===== config.mk =====
export PLATFORM = sky130hd
export DESIGN_NAME = instr_fetch_unit
export DESIGN_NICKNAME = d
export VERILOG_FILES = /design/src/rtl/cpu_pkg.sv /design/src/rtl/branch_target.sv /design/src/rtl/signExtend.sv /design/src/rtl/instr_fetch_unit.sv
export SDC_FILE = /design/constraint.sdc
export NUM_CORES = 1
export LEC_CHECK = 0
export ABC_AREA = 1
export ABC_CLOCK_PERIOD_IN_PS = 7940
export CAP_MARGIN = 20
export CORE_UTILIZATION = 50
export CTS_CLUSTER_DIAMETER = 50
export DETAILED_ROUTE_END_ITERATION = 7
export GPL_ROUTABILITY_DRIVEN = 1
export PLACE_DENSITY = 0.73
export RECOVER_POWER = 50
export SLEW_MARGIN = 20
export SYNTH_ARGS = -nofsm -noshare
export SYNTH_HDL_FRONTEND = slang
export SYNTH_SLANG_ARGS = --single-unit

===== constraint.sdc =====
create_clock -name clk -period 7.94 [get_ports clk]
set_input_delay 0.794 -clock clk [delete_from_list [all_inputs] [get_ports clk]]
set_output_delay 0.794 -clock clk [all_outputs]
set_load 0.005 [all_outputs]

===== src/rtl/cpu_pkg.sv =====
// Shared fetch-path definitions: FSM state encoding, PC geometry and reset vector.
package cpu_pkg;

    typedef enum logic {
        FETCH = 1'b0,
        ISSUE = 1'b1
    } fetch_state_t;

    localparam int PC_WIDTH    = 64;
    localparam int INSTR_WIDTH = 32;
    localparam int INSTR_BYTES = 4;

    localparam logic [PC_WIDTH-1:0] RESET_PC = '0;

endpackage


===== src/rtl/branch_target.sv =====
// PC-relative branch adder: B uses imm26, CBZ/B.cond use imm19; offsets count words.
module branch_target
    import cpu_pkg::*;
(
    input  logic [PC_WIDTH-1:0]    pc,
    input  logic [INSTR_WIDTH-1:0] instr,
    input  logic                   UncondBr,
    output logic [PC_WIDTH-1:0]    target
);

    logic [PC_WIDTH-1:0] uncond_offset;
    logic [PC_WIDTH-1:0] cond_offset;
    logic [PC_WIDTH-1:0] offset;
    logic                unused_opcode_bits;

    signExtend #(.IN_WIDTH(26), .OUT_WIDTH(PC_WIDTH)) u_sext_uncond (
        .value_i (instr[25:0]),
        .value_o (uncond_offset)
    );

    signExtend #(.IN_WIDTH(19), .OUT_WIDTH(PC_WIDTH)) u_sext_cond (
        .value_i (instr[23:5]),
        .value_o (cond_offset)
    );

    // The major opcode field selects nothing here; control has already decoded it.
    assign unused_opcode_bits = ^instr[31:26];

    assign offset = UncondBr ? uncond_offset : cond_offset;
    assign target = pc + (offset << 2);

endmodule


===== src/rtl/signExtend.sv =====
// Replicates the top bit of a narrow two's-complement field up to the full width.
module signExtend #(
    parameter int IN_WIDTH  = 19,
    parameter int OUT_WIDTH = 64
) (
    input  logic [IN_WIDTH-1:0]  value_i,
    output logic [OUT_WIDTH-1:0] value_o
);

    assign value_o = {{(OUT_WIDTH - IN_WIDTH){value_i[IN_WIDTH-1]}}, value_i};

endmodule


===== src/rtl/instr_fetch_unit.sv =====
// Two-state fetch/issue sequencer: fetches one instruction, presents it for issue,
// then advances the PC sequentially or to a branch target.
module instr_fetch_unit
    import cpu_pkg::*;
(
    input  logic                   clk,
    input  logic                   reset,
    output logic                   imem_req,
    output logic [PC_WIDTH-1:0]    imem_addr,
    input  logic                   imem_valid,
    input  logic [INSTR_WIDTH-1:0] imem_data,
    output logic [INSTR_WIDTH-1:0] OPCode,
    output logic                   NOOP,
    input  logic                   BrTaken,
    input  logic                   UncondBr,
    input  logic                   stall,
    output logic [31:0]            instr_count
);

    fetch_state_t           state_q;
    logic [PC_WIDTH-1:0]    pc_q;
    logic [PC_WIDTH-1:0]    pc_d;
    logic [PC_WIDTH-1:0]    branch_pc;
    logic [INSTR_WIDTH-1:0] opcode_q;
    logic [31:0]            count_q;

    branch_target u_branch_target (
        .pc       (pc_q),
        .instr    (opcode_q),
        .UncondBr (UncondBr),
        .target   (branch_pc)
    );

    assign pc_d = BrTaken ? branch_pc : pc_q + PC_WIDTH'(INSTR_BYTES);

    // NOTE: non-blocking assignments keep every register sampling pre-edge values,
    // so the PC update and the state change see the same cycle's inputs.
    always_ff @(posedge clk or posedge reset) begin
        if (reset) begin
            state_q  <= FETCH;
            pc_q     <= RESET_PC;
            opcode_q <= '0;
            count_q  <= '0;
        end else begin
            case (state_q)
                FETCH: begin
                    if (imem_valid) begin
                        opcode_q <= imem_data;
                        state_q  <= ISSUE;
                    end
                end
                ISSUE: begin
                    // A stalled issue freezes everything, including any branch decision.
                    if (!stall) begin
                        pc_q    <= pc_d;
                        count_q <= count_q + 32'd1;
                        state_q <= FETCH;
                    end
                end
                default: state_q <= FETCH;
            endcase
        end
    end

    assign imem_req    = (state_q == FETCH);
    assign imem_addr   = pc_q;
    assign NOOP        = (state_q == FETCH) || stall;
    assign OPCode      = opcode_q;
    assign instr_count = count_q;

endmodule

Yosys cells after proc, flatten, opt, wreduce, memory -nomap -nowiden
Cells that the tools add are included.

Add/sub/neg operators: 3. Bitwise gates (word level): 2. Reduce and logical (&&, ||, !) cells: 3. Multiplexer cells: 5.

Operator list (number): $add 64x3->64 const B (1); $add 64x64->64 (1); $mux 64 (1); $mux 62 (1); $add 32x1->32 const B (1); $reduce_and 2->1 (2); $mux 1 (2); $not 1->1 (2); $pmux 1 s2 (1); $logic_or 1x1->1 (1).

Bits in registers: 129. Output and inout bits: 130. Bits of input ports: 38.

Logic depth before layout (Yosys ltp)
Word-level depth: 3. Gate-level depth with buffers: 21.

Hierarchy
From an unflattened synthesis, not the netlist that was laid out.

Cells, all modules: 2515. Area total of the unflattened synthesis: 15193.3 um2.

By module, submodules not included: instr_fetch_unit (cells an instance 1088, times used 1, area an instance 7823.8 um2, seq. area each 3228.1 um2); branch_target (cells an instance 1299, times used 1, area an instance 6408.6 um2, seq. area each 0.0 um2); signExtend (cells an instance 64, times used 2, area an instance 480.5 um2, seq. area each 0.0 um2).

Worst setup path after synthesis
No wires, ideal clock.

Kind: input to register. Start: input UncondBr. End: register pc_q[59], in the netlist imem_addr[59]. Setup time: 0.118 ns. Stages: 15. Path buffers: 1. Slack: 4.332 ns. Data arrival time: 3.490 ns. Required time: 7.822 ns. Cells stage by stage: buf_2 -> inv_2 -> nand2_1 -> a21oi_2 -> ha_1 -> nand2_1 -> inv_1 -> nand2_1 -> inv_1 -> a21oi_1 -> nand2_1 -> a21oi_1 -> nand3_1 -> nand3_1 -> nand2_1.

Cells in the longest elaborated chain, start to end: 3.

Ends and longest elaborated chain: from (decl) (RTL line instr_fetch_unit.sv:15) `input logic UncondBr,`; $mux 62 (RTL line branch_target.sv:29) `assign offset = UncondBr ? uncond_offset : cond_offset;`; $add 64x64->64 (RTL line branch_target.sv:30) `assign target = pc + (offset << 2);`; $mux 64 (RTL line instr_fetch_unit.sv:34) `assign pc_d = BrTaken ? branch_pc : pc_q + PC_WIDTH'(INSTR_BYTES);`; to (signal assigned) (RTL line instr_fetch_unit.sv:55) `pc_q <= pc_d;`; to (decl) (RTL line instr_fetch_unit.sv:21) `logic [PC_WIDTH-1:0] pc_q;`.

No other way between the ends. A chain may end at the register's enable or synchronous reset.

Worst setup path in the final report
Start: input UncondBr. End: register pc_q[52], in the netlist imem_addr[52].

The elaborated chain is that of the path after synthesis.

==> summary.md <==
| Metric | Value |
|---|---|
| Hold Crit Class | `register to register` |
| EDFF count, synth | `0` |
| Skew-Pair Late Insertion Delay | `roughly 0.44 ns` |
| Final Setup Violations | `0` |
| CTS Buffer Depth | `2` |
| Avg Cell Area, Syn | `6.21 um2` |
| Antenna diode count | `0` |
| Critical Path Fanout Max | `37` |
| RD Place Congestion | `slightly below 1` |
| Synthesis-stage register bit count | `127` |
| RSZ-0062 raised after global routing | `false` |
| Primary FF master, synth | `dfrtp_1` |
| Asr flop ratio synth | `100%` |
| Area growth syn-to-layout | `23.0%` |
| Synth Area in Compound Gates | `5.05%` |
| CTS root buf | `clkbuf_16` |
| Req. time, crit path | `around 8.3 ns` |
| DP HPWL | `about 28,000 um` |
| Fmax | `approximately 220 MHz` |
| H-Tree Depth | `4` |
| CTS buffer count | `17` |
| Die Wd | `approximately 150 um` |
| Cell with the most instances after synthesis | `nand2_1` |
| Initial Utilization | `51.2%` |
| Hold Slack | `around 0.47 ns` |
| YS warnings | `0` |
| Setup ws final | `3.44 ns` |
| Layout filler cell count | `between 2,000 and 2,500` |
| Largest net degree at the start of global routing | `71` |
| Max-Cap Viols | `3` |
| Critical Path AT | `slightly below 5 ns` |
| CTS resizes | `0` |
| Final Slew Violations | `134` |
| Top cells by count, synth | `nand2_1, inv_1, nor2_1` |
| Largest family of logic cells by synthesized area | `simple AND/OR/NAND/NOR gates` |
| Cts hold-fix bufs | `0` |
| Simple-Gate Fraction of Synth Area | `38.2%` |
| Area leader, netlist | `dfrtp_1` |
| Clock Sinks | `roughly 130` |
| Failing checks | `max-capacitance violations, max-slew violations` |
| Post-Synth Adder-Cell Area | `between 7 and 8%` |
| Gr ovfl total | `0` |
| # DRC | `0` |
| Sequential area share after synthesis | `between 20% and 30%` |
| Fin nets | `2,010` |
| Die Y | `149 um` |
| Mapped cell area | `10,800 um2` |
| Mux contribution to synthesized area | `between 3 and 4%` |
| Worst slack at placement | `3.20 ns` |
| Top cell type's share of synthesized area | `approximately 29%` |
| DP Area | `approximately 13,000 um2` |
| R2R Setup Slk | `between 4 and 5 ns` |
| Rows | `53` |
| Antenna-violating nets left | `0` |
| Antenna violations before repair | `0` |
| Final Hold Viols | `0` |
| Worst slew margin | `-81.8%` |
| Vias in the first global route | `around 11,000` |
| Peak VDD IR | `0.000165 V` |
| Synth cell types | `36` |
| Crit end category | `register` |
| Vias per cell | `just over 5` |
| Wire length per cell | `between 15 and 20 um` |
| Core Region | `21,200 um2` |
| Global Route Usage Sum | `between 30% and 40%` |
| Vias | `~11,000` |
| Synth area leaders | `dfrtp_1, nand2_1, inv_1` |
| Total I/O pin count | `about 170` |
| Die area | `roughly 22,000 um2` |
| Post-CTS setup buffer count | `0` |
| Pwr dens | `305 nW/um2` |
| Leak pwr | `7.44 nW` |
| Worst slew pin tran | `2.71 ns` |
| Pre-antenna DRT Iters | `5` |
| First-pass GRT wire length | `around 56,000 um` |
| Ratio of cells with drive above 1 in the final layout | `4.42%` |
| Fin crit period | `around 4.5 ns` |
| Final wirelength | `35,400 um` |
| Final Cycle Share | `56.7%` |
| Outcome | `finished, violations left` |
| Worst-case clock skew | `0.0130 ns` |
| Clk pin slew, worst setup/hold paths | `0.07 ns` |
| Setup crit start kind | `input port` |
| TNS Setup | `0 ns` |
| DR iter-0 viols | `815` |
| CTS tree | `done` |
| Cells after Synth | `1,744` |
| Critical path class | `input port to register` |
| Final Cell Area | `~13,000 um2` |
| Port-buffer cells | `around 170` |
| Synth Area in XOR/XNOR | `about 4.5%` |
-- cell families after synthesis --
| kind of cell | after synthesis |
|---|---|
| simple gates | 1013 |
| buf+inv | 347 |
| flops | 127 |
| compound gates | 105 |
| fa+ha+maj | 63 |
| xor+xnor | 56 |
| mux | 32 |
| other cells | 1 |
-- layout by cell type, fill, tap and decap left out, types with 19 or more instances in the layout --
master           synthesis  routed
xnor2_1                 32      32
dfrtp_1                127     127
a21oi_1                 46      46
nor2_1                 156     162
inv_1                  315     315
xor2_1                  24      24
nand2_1                693     696
nand4_1                 19      19
mux2_2                  32      32
nand3_1                 91      91
dlygate4sd3_1            0      76
ha_1                    62      62
clkdlybuf4s50_1          0      89
o21ai_0                 40      40
-- critical path, stage by stage --
cell,delay [ns]
clkdlybuf4s50_1,0.81
inv_2,0.45
nand2_1,0.28
a21oi_4,0.18
buf_4,0.42
ha_1,0.33
nand2_1,0.16
nor2_1,0.25
nand2_1,0.26
inv_1,0.13
nand2_1,0.06
nand2_1,0.14
nand2_1,0.16
nand3_1,0.12
nand2_1,0.05
nand3_1,0.08
nand2_1,0.08
-- metal layers --
layer	global-route usage, %	routed length, um	up-vias
li1	-	-	5659
met1	42.7	15600	5123
met2	55.8	16700	373
met3	4.43	2290	61
met4	11.6	884	0
met5	0	0	-
-- flip-flops by register name, summed over array words and instances (netlist names) --
signal	cells
instr_count	32
OPCode	32
imem_addr	62
state_q	1
-- worst paths after layout --
kind / depth (start not counted) / from / endpoint
setup / recovery: 17 / UncondBr / imem_addr[52]
hold / removal: 1 / instr_count[31] / instr_count[31]
setup reg to reg: 15 / OPCode[23] / imem_addr[52]
hold reg to reg: 1 / instr_count[31] / instr_count[31]
max in group asynchronous: 3 / reset / imem_addr[29]
min in group asynchronous: 2 / reset / instr_count[15]
-- stage by stage --
stage | instances | power [W] | utilization, %
2_1_floorplan | 1745 | 0.00234 | -
3_5_place_dp | 2165 | 0.00326 | 60.4
5_1_grt | 2197 | 0.00437 | 63.0
3_3_place_gp | 2165 | 0.00323 | 60.4
6_report | 2197 | 0.00406 | 63.0
4_1_cts | 2197 | 0.00411 | 63.3
-- power by group --
part	switching [W]	internal (W)
clock	0.000378	0.000455
sequential	0.000215	0.000849
combinational	0.00127	0.000897
-- layout make-up --
cell class	count	area (um2)	area share [%]
sequential	127	3180	23.9
multi-input combinational	1271	6300	47.3
inverter	322	1210	9.08
clock inverter	15	185	1.39
clock buffer	17	425	3.19
timing repair buffer	170	1680	12.6
tap	275	344	2.58
No activity file was read; power rests on OpenSTA's default activity.
